### src/rtl/am2901_useq.sv
// am2901_useq: microprogram sequencer driving an Am2901 slice from a loadable 64-word store.
// Define AM2901_USEQ_STACK_EN to build in the CALL/RET return stack of STACK_DEPTH entries.
module am2901_useq #(
  parameter int UADDR_W     = 6,
  parameter int STACK_DEPTH = 4
) (
  input  logic               cp,
  input  logic               rst,
  input  logic               start,
  input  logic [UADDR_W-1:0] start_addr,
  output logic               busy,
  output logic               done,
  output logic               err,
  input  logic               ucode_we,
  input  logic [UADDR_W-1:0] ucode_waddr,
  input  logic [31:0]        ucode_wdata,
  output logic [8:0]         i,
  output logic [3:0]         a,
  output logic [3:0]         b,
  output logic [3:0]         d,
  output logic               cin,
  input  logic               z,
  input  logic               cout,
  input  logic               ovr,
  input  logic               f3
);

  localparam int WORDS = 1 << UADDR_W;

  typedef enum logic [3:0] {
    OP_CONT  = 4'd0,
    OP_JMP   = 4'd1,
    OP_JZ    = 4'd2,
    OP_JNZ   = 4'd3,
    OP_JC    = 4'd4,
    OP_JOVR  = 4'd5,
    OP_CALL  = 4'd6,
    OP_RET   = 4'd7,
    OP_LDCNT = 4'd8,
    OP_RPT   = 4'd9,
    OP_HALT  = 4'd10
  } seqop_e;

  typedef enum logic {S_IDLE, S_RUN} state_e;

  state_e             state;
  logic [UADDR_W-1:0] upc;
  logic [UADDR_W-1:0] upc_inc;
  logic [UADDR_W-1:0] next_upc;
  logic [UADDR_W-1:0] tgt_addr;
  logic [5:0]         cnt;
  logic [31:0]        mem [WORDS];
  logic [31:0]        word;
  seqop_e             seqop;
  logic [5:0]         tgt;
  logic               stop;
  logic               fault;
  logic               cnt_load;
  logic               cnt_dec;
  logic               push;
  logic               pop;
  logic               unused_ok;

  assign word     = mem[upc];
  assign seqop    = seqop_e'(word[25:22]);
  assign tgt      = word[31:26];
  assign tgt_addr = UADDR_W'(tgt);
  assign upc_inc  = upc + 1'b1;
  assign busy     = (state == S_RUN);

`ifdef AM2901_USEQ_STACK_EN
  localparam int SP_W  = $clog2(STACK_DEPTH + 1);
  localparam int IDX_W = $clog2(STACK_DEPTH);

  logic [UADDR_W-1:0] stack [STACK_DEPTH];
  logic [SP_W-1:0]    sp;
  logic [SP_W-1:0]    sp_dec;
  logic               stack_full;
  logic               stack_empty;

  assign sp_dec      = sp - 1'b1;
  assign stack_full  = (sp == SP_W'(STACK_DEPTH));
  assign stack_empty = (sp == '0);
  assign unused_ok   = f3;

  // NOTE: storage arrays (stack, microcode) carry no reset; only the pointers that qualify them do.
  always_ff @(posedge cp) begin
    if (state == S_RUN && push) stack[sp[IDX_W-1:0]] <= upc_inc;
  end

  always_ff @(posedge cp or posedge rst) begin
    if (rst) begin
      sp <= '0;
    end else if (state == S_IDLE) begin
      if (start) sp <= '0;
    end else if (!stop && !fault) begin
      if (push)     sp <= sp + 1'b1;
      else if (pop) sp <= sp_dec;
    end
  end
`else
  // Depth only matters when the stack is compiled in; f3 selects no branch.
  assign unused_ok = f3 & (STACK_DEPTH > 0);
`endif

  always_comb begin
    // NOTE: every combinational output gets a default first, so no path can infer a latch.
    next_upc = upc_inc;
    stop     = 1'b0;
    fault    = 1'b0;
    cnt_load = 1'b0;
    cnt_dec  = 1'b0;
    push     = 1'b0;
    pop      = 1'b0;
    case (seqop)
      OP_JMP:  next_upc = tgt_addr;
      OP_JZ:   if (z)    next_upc = tgt_addr;
      OP_JNZ:  if (!z)   next_upc = tgt_addr;
      OP_JC:   if (cout) next_upc = tgt_addr;
      OP_JOVR: if (ovr)  next_upc = tgt_addr;
`ifdef AM2901_USEQ_STACK_EN
      OP_CALL: begin
        if (stack_full) begin
          fault = 1'b1;
        end else begin
          push     = 1'b1;
          next_upc = tgt_addr;
        end
      end
      OP_RET: begin
        if (stack_empty) begin
          fault = 1'b1;
        end else begin
          pop      = 1'b1;
          next_upc = stack[sp_dec[IDX_W-1:0]];
        end
      end
`else
      OP_CALL: fault = 1'b1;
      OP_RET:  fault = 1'b1;
`endif
      OP_LDCNT: cnt_load = 1'b1;
      OP_RPT: begin
        if (cnt != '0) begin
          cnt_dec  = 1'b1;
          next_upc = tgt_addr;
        end
      end
      OP_HALT: stop = 1'b1;
      default: ;
    endcase
  end

  // IDLE presents a word that cannot disturb the slice's registers.
  always_comb begin
    if (state == S_RUN) begin
      i   = word[8:0];
      a   = word[12:9];
      b   = word[16:13];
      d   = word[20:17];
      cin = word[21];
    end else begin
      i   = 9'h040;
      a   = '0;
      b   = '0;
      d   = '0;
      cin = 1'b0;
    end
  end

  always_ff @(posedge cp) begin
    if (ucode_we && state == S_IDLE) mem[ucode_waddr] <= ucode_wdata;
  end

  // NOTE: sequential state uses non-blocking assignment so every register sees pre-edge values.
  always_ff @(posedge cp or posedge rst) begin
    if (rst) begin
      state <= S_IDLE;
      upc   <= '0;
      cnt   <= '0;
      done  <= 1'b0;
      err   <= 1'b0;
    end else begin
      done <= 1'b0;
      case (state)
        S_IDLE: begin
          if (start) begin
            state <= S_RUN;
            upc   <= start_addr;
            cnt   <= '0;
            err   <= 1'b0;
          end
        end
        S_RUN: begin
          if (stop || fault) begin
            state <= S_IDLE;
            done  <= 1'b1;
            if (fault) err <= 1'b1;
          end else begin
            upc <= next_upc;
            if (cnt_load)     cnt <= tgt;
            else if (cnt_dec) cnt <= cnt - 1'b1;
          end
        end
        default: state <= S_IDLE;
      endcase
    end
  end

endmodule

### config.mk
export PLATFORM = sky130hd
export DESIGN_NAME = am2901_useq
export DESIGN_NICKNAME = d
export VERILOG_FILES = /design/src/rtl/am2901_useq.sv
export SDC_FILE = /design/constraint.sdc
export NUM_CORES = 2
export LEC_CHECK = 0
export CAP_MARGIN = 30
export CORE_ASPECT_RATIO = 0.5
export CORE_MARGIN = 4
export CORE_UTILIZATION = 55
export DETAILED_ROUTE_END_ITERATION = 8
export HOLD_SLACK_MARGIN = 0.02
export MAX_ROUTING_LAYER = met4
export PLACE_DENSITY = 0.74
export REMOVE_ABC_BUFFERS = 1
export SETUP_SLACK_MARGIN = 0.4
export SLEW_MARGIN = 15
export SYNTH_ARGS = -nofsm -noshare
export SYNTH_HDL_FRONTEND = slang
export SYNTH_SLANG_ARGS = --single-unit
### constraint.sdc
create_clock -name cp -period 12.2 [get_ports cp]
set_input_delay 1.83 -clock cp [delete_from_list [all_inputs] [get_ports cp]]
set_output_delay 1.83 -clock cp [all_outputs]
set_load 0.05 [all_outputs]
# Word-level counts from Yosys, hierarchy flattened
# Memory sizes are Yosys's and may differ from the RTL's.
# Index checks and enable logic that the tools add are counted.
[totals] mem_bits_rw=2048 wordCells=66 reg_bits=15 memories=1 inputBits=52
[op_classes] reduce_logical=7 muxes=35 add_sub_neg=2 n_eq_ne=15 bitwise=1
[mem_list] memory="mem" words=64 width=32 rd=1 rd_ports_with_merged_regs=0 write_ports=1 line="52" rtl="logic [31:0] mem [WORDS];"
[ops] op="2-to-1 mux 6 bit" n=11
[ops] op="case mux 6 bit (6 select lines)" n=1
[ops] op="case mux 6 bit (2 select lines)" n=2
[ops] op="equality test 4 x 3 -> 1 bit (second input constant)" n=4
[ops] op="2-to-1 mux 1 bit" n=15
[ops] op="equality test 4 bit (second input constant)" n=3
[ops] op="2-to-1 mux 4 bit" n=3
[ops] op="2-to-1 mux 9 bit" n=1
[ops] op="equality test 4 x 2 -> 1 bit (second input constant)" n=2
[ops] op="adder 6 x 1 -> 6 bit (second input constant)" n=1
[ops] op="AND reduction 3 bit" n=2
[ops] op="nonzero test 6 bit" n=1
[ops] op="subtractor 6 x 1 -> 6 bit (second input constant)" n=1
[ops] op="equality test 4 x 1 -> 1 bit (second input constant)" n=1
[ops] op="inequality test 2 x 1 -> 1 bit (second input constant)" n=2
[ops] op="inequality test 2 bit (second input constant)" n=2
[ops] op="case mux 1 bit (2 select lines)" n=2
[ops] op="inequality test 3 x 1 -> 1 bit (second input constant)" n=1
[ops] op="AND reduction 2 bit" n=1
[ops] op="OR reduction 2 bit" n=1
[ops] op="logical AND 1 bit" n=1
[ops] op="logical OR 1 bit" n=1
[ops] op="NOT 1 bit" n=1

# Depth between registers and ports, before layout
[logic_depth] ltp_word=7 mapped_depth=17

# Worst setup path before layout
# No wires, ideal clock.
[synth_path] kind="register to output" startpoint="register upc[1]" endpoint="output a[0]" slack_ns=6.811 path_buffers=7 required_time_ns=10.370 arrival_time_ns=3.559 path_stages_with_launch=12 path_cell_list="dfrtp_1 buf_2 buf_4 buf_2 buf_2 buf_2 clkbuf_1 buf_1 mux4_2 mux4_2 mux4_2 and2_1"
[synth_between] elab_chain_len=2
[synth_rtl] element="from (decl)" line="47" rtl="logic [UADDR_W-1:0] upc;"
[synth_rtl] element="from (signal assigned)" line="189" rtl="upc <= start_addr;"
[synth_rtl] element="from (signal assigned)" line="200" rtl="upc <= next_upc;"
[synth_rtl] element="memory (64 x 32 bit)"
[synth_rtl] element="2-to-1 mux 4 bit" line="156" rtl="if (state == S_RUN) begin"
[synth_rtl] element="to (decl)" line="18" rtl="output logic [3:0] a,"
# No other way between the ends.

# Worst setup path in the final report
[layout_path] startpoint="register upc[0]" endpoint="output b[0]"
[layout_between] elab_chain_len=2
[layout_rtl] element="memory (64 x 32 bit)"
[layout_rtl] element="2-to-1 mux 4 bit" line="156"
[layout_rtl] element="to (decl)" line="19" rtl="output logic [3:0] b,"
# No other way between the ends.

==> metrics.cfg <==
[sta]
tns_ns = 0
finalHoldViolations = 0
relSlewSlack = 0.284
worst_slack_ns = 4.63
skew_ns = 0.0238
final_max_slew_viol_count = 0
worst_slew_pin_slew_ns = 1.07
rsz0062_at_grt = no
setup_violations = 0
fmax_mhz = 132
min_period_over_period = 0.620
period_needed_ns = 7.57

[die]
num_io_pins = 77
dieWidth_um = 546
std_cell_rows = 98
floorplan.initialDensity = 0.556
coreArea_sq_mm = 0.143
fp.dieH_um = 277
die_area_sq_mm = 0.151

[finish]
layout.cells.non_filler = 5572
fillers = 9170
drive_gt1_frac = 0.297
num-nets-final = 3583
stdcell_area_sq_mm = 0.0890
syn_to_final_growth_pct = 11.6

[critical_path]
path_class = reg -> out
start_kind = flop
worstSetupEndpointType = output pin
worstPathRequired_ns = 10.37
cp_max_fo = 35
reg2reg_depth = 12
arrival_ns = 5.74

[synth]
ys_top_cells_by_area = edfxtp_1 77%, mux4_2 17%, mux2i_1 0.80%
synth_top_area_frac = 0.772
ys.flop_type = edfxtp_1
synth.distinct_cells = 70
synth_common_cells = 2048 x edfxtp_1, 618 x mux4_2, 91 x nor2_1, 75 x clkbuf_1, 65 x buf_2
ys_ff_latch = 2063
syn_area_sq_mm = 0.0797
post-synth-top-count-cell = edfxtp_1
async_flop_share = 0.00727
syn_avg_cell_area_sq_um = 23.9
yosysTopAreaCell = edfxtp_1
synthCells = 3331
yosys_warnings = 0
seq_area_frac_synth = 0.776
synth-edff-count = 2048

[power]
power_mw = 19.5
power_density_mw_per_mm2 = 219
p_leak_nw = 27.3
peakVddDrop_mv = 0.178

[clocking]
cts_root_buf = clkbuf_16
cts.clk_slew.worst_paths_ns = 0.07
cts_buffers = 171
cts.sinks = 2063
ctsResizeCount = 0
clk_latency_ns = 0.79
htreeDepth = 4
clockBufferDepth = 3
cts_tree = done
post_cts_buffers = 0
postCtsHoldBufs = 0

[place]
gp_congestion = 0.824
placed_cells = 5234
place_ws_ns = 5.40
place.port_buffers = 75
place_area_sq_mm = 0.0832
dp_hpwl_um = 106000

[global_route]
grt_usage = 0.281
overflow = 0
grt_pass1_vias = 38388
grt_first_pass_wirelength_um = 291000
antenna_found_initial = 9
grt_max_degree = 125

[run]
cap_violations = 0

[drt]
route.detailed.drc = 0
dr.pass1.iters = 6
num_vias = 38800
wl_per_cell_um = 36.7
drt_iter0_markers = 7010
antenna_left = 0
viasPerCell = 6.96
routed_wl_um = 205000

[hold_path]
hold_class = reg -> reg
whs_path_depth = 1

[status]
status = finished clean

final timing paths:
path                                         start                  to  slack (ns)
min in group asynchronous                      rst      done$_DFF_PP0_        1.41
worst min-delay path            cnt[3]$_DFFE_PP0P_  cnt[3]$_DFFE_PP0P_        0.55
worst min register to register  cnt[3]$_DFFE_PP0P_  cnt[3]$_DFFE_PP0P_        0.55
max in group asynchronous                      rst  upc[3]$_DFFE_PP0P_       10.34
worst max-delay path            upc[0]$_DFFE_PP0P_                b[0]        4.63
worst max register to register  upc[0]$_DFFE_PP0P_  upc[4]$_DFFE_PP0P_        6.59
stage by stage:
step | hold slack (ns) | util
finish | 0.548 | 0.621
global route | 0.579 | 0.621
CTS | 0.546 | 0.617
detailed placement | 0.526 | 0.581
global placement | 0.516 | 0.581
floorplan | 0.488 | -
final cells by class:
| cell class | count | area (sq um) | share of cell area |
|---|---|---|---|
| inverter | 13 | 56.3 | 0.000633 |
| multi-input combinational | 1079 | 17400 | 0.195 |
| clock inverter | 97 | 724 | 0.00814 |
| sequential | 2063 | 61900 | 0.696 |
| antenna | 3 | 7.51 | 0.0000844 |
| timing repair buffer | 201 | 1980 | 0.0223 |
| tap | 1900 | 2380 | 0.0267 |
| clock buffer | 216 | 4550 | 0.0512 |
logic make-up (layout without fill, tap and decap cells):
family / after synthesis / in the layout / synth area share
and+or+nand+nor: 260 / 260 / 0.0163
adders and majority gates: 2 / 2 / 0.000314
DFF: 2063 / 2063 / 0.776
buffers and inverters: 189 / 527 / 0.0115
muxes: 692 / 692 / 0.184
other: 0 / 3 / 0
AOI/OAI and AO/OA: 120 / 120 / 0.0107
xor gates and xnor gates: 5 / 5 / 0.000550
layout by cell type (no fill, tap or decap), drive strengths merged, types with 8 or more instances in the layout:
master and n:
edfxtp 2048, mux4 618, clkbuf 218, buf 146, nor2 94, clkinv 75, mux2i 64, clkdlybuf4s50 53
nand2 46, a22oi 33, nand3 24, and2 23, inv 21, a21oi 20, o21ai 18, dfrtp 15
nor3 14, mux2 10, bufinv 9, nand2b 8
report_power, final:
| group | leakage, nW | internal, mW | switching, mW | total (mW) |
|---|---|---|---|---|
| sequential | 18.6 | 7.83 | 0.132 | 7.96 |
| combinational | 6.12 | 2.87 | 3.36 | 6.24 |
| clock | 2.58 | 2.84 | 2.47 | 5.31 |
| total | 27.3 | 13.5 | 5.97 | 19.5 |
flip-flops by register name, indices dropped and copies added (netlist names):
register,count
busy,1
done,1
cnt,6
upc,6
err,1
mem,2048
metal layers:
metal	up-vias	share of wire	global-route usage
met4	0	0.032	0.0823
met2	3145	0.46	0.411
met5	-	0	-
met3	419	0.14	0.0692
met1	20468	0.36	0.401
li1	14768	-	-
worst max-delay path: stages, from the launching register on:
cell	delay [ns]
dfrtp_4	0.95
buf_4	0.59
buf_4	0.70
mux4_2	0.63
mux4_2	0.55
mux4_2	0.52
and2_1	0.19
clkdlybuf4s50_1	0.71
Note: power is estimated with default switching activity, not from simulation.
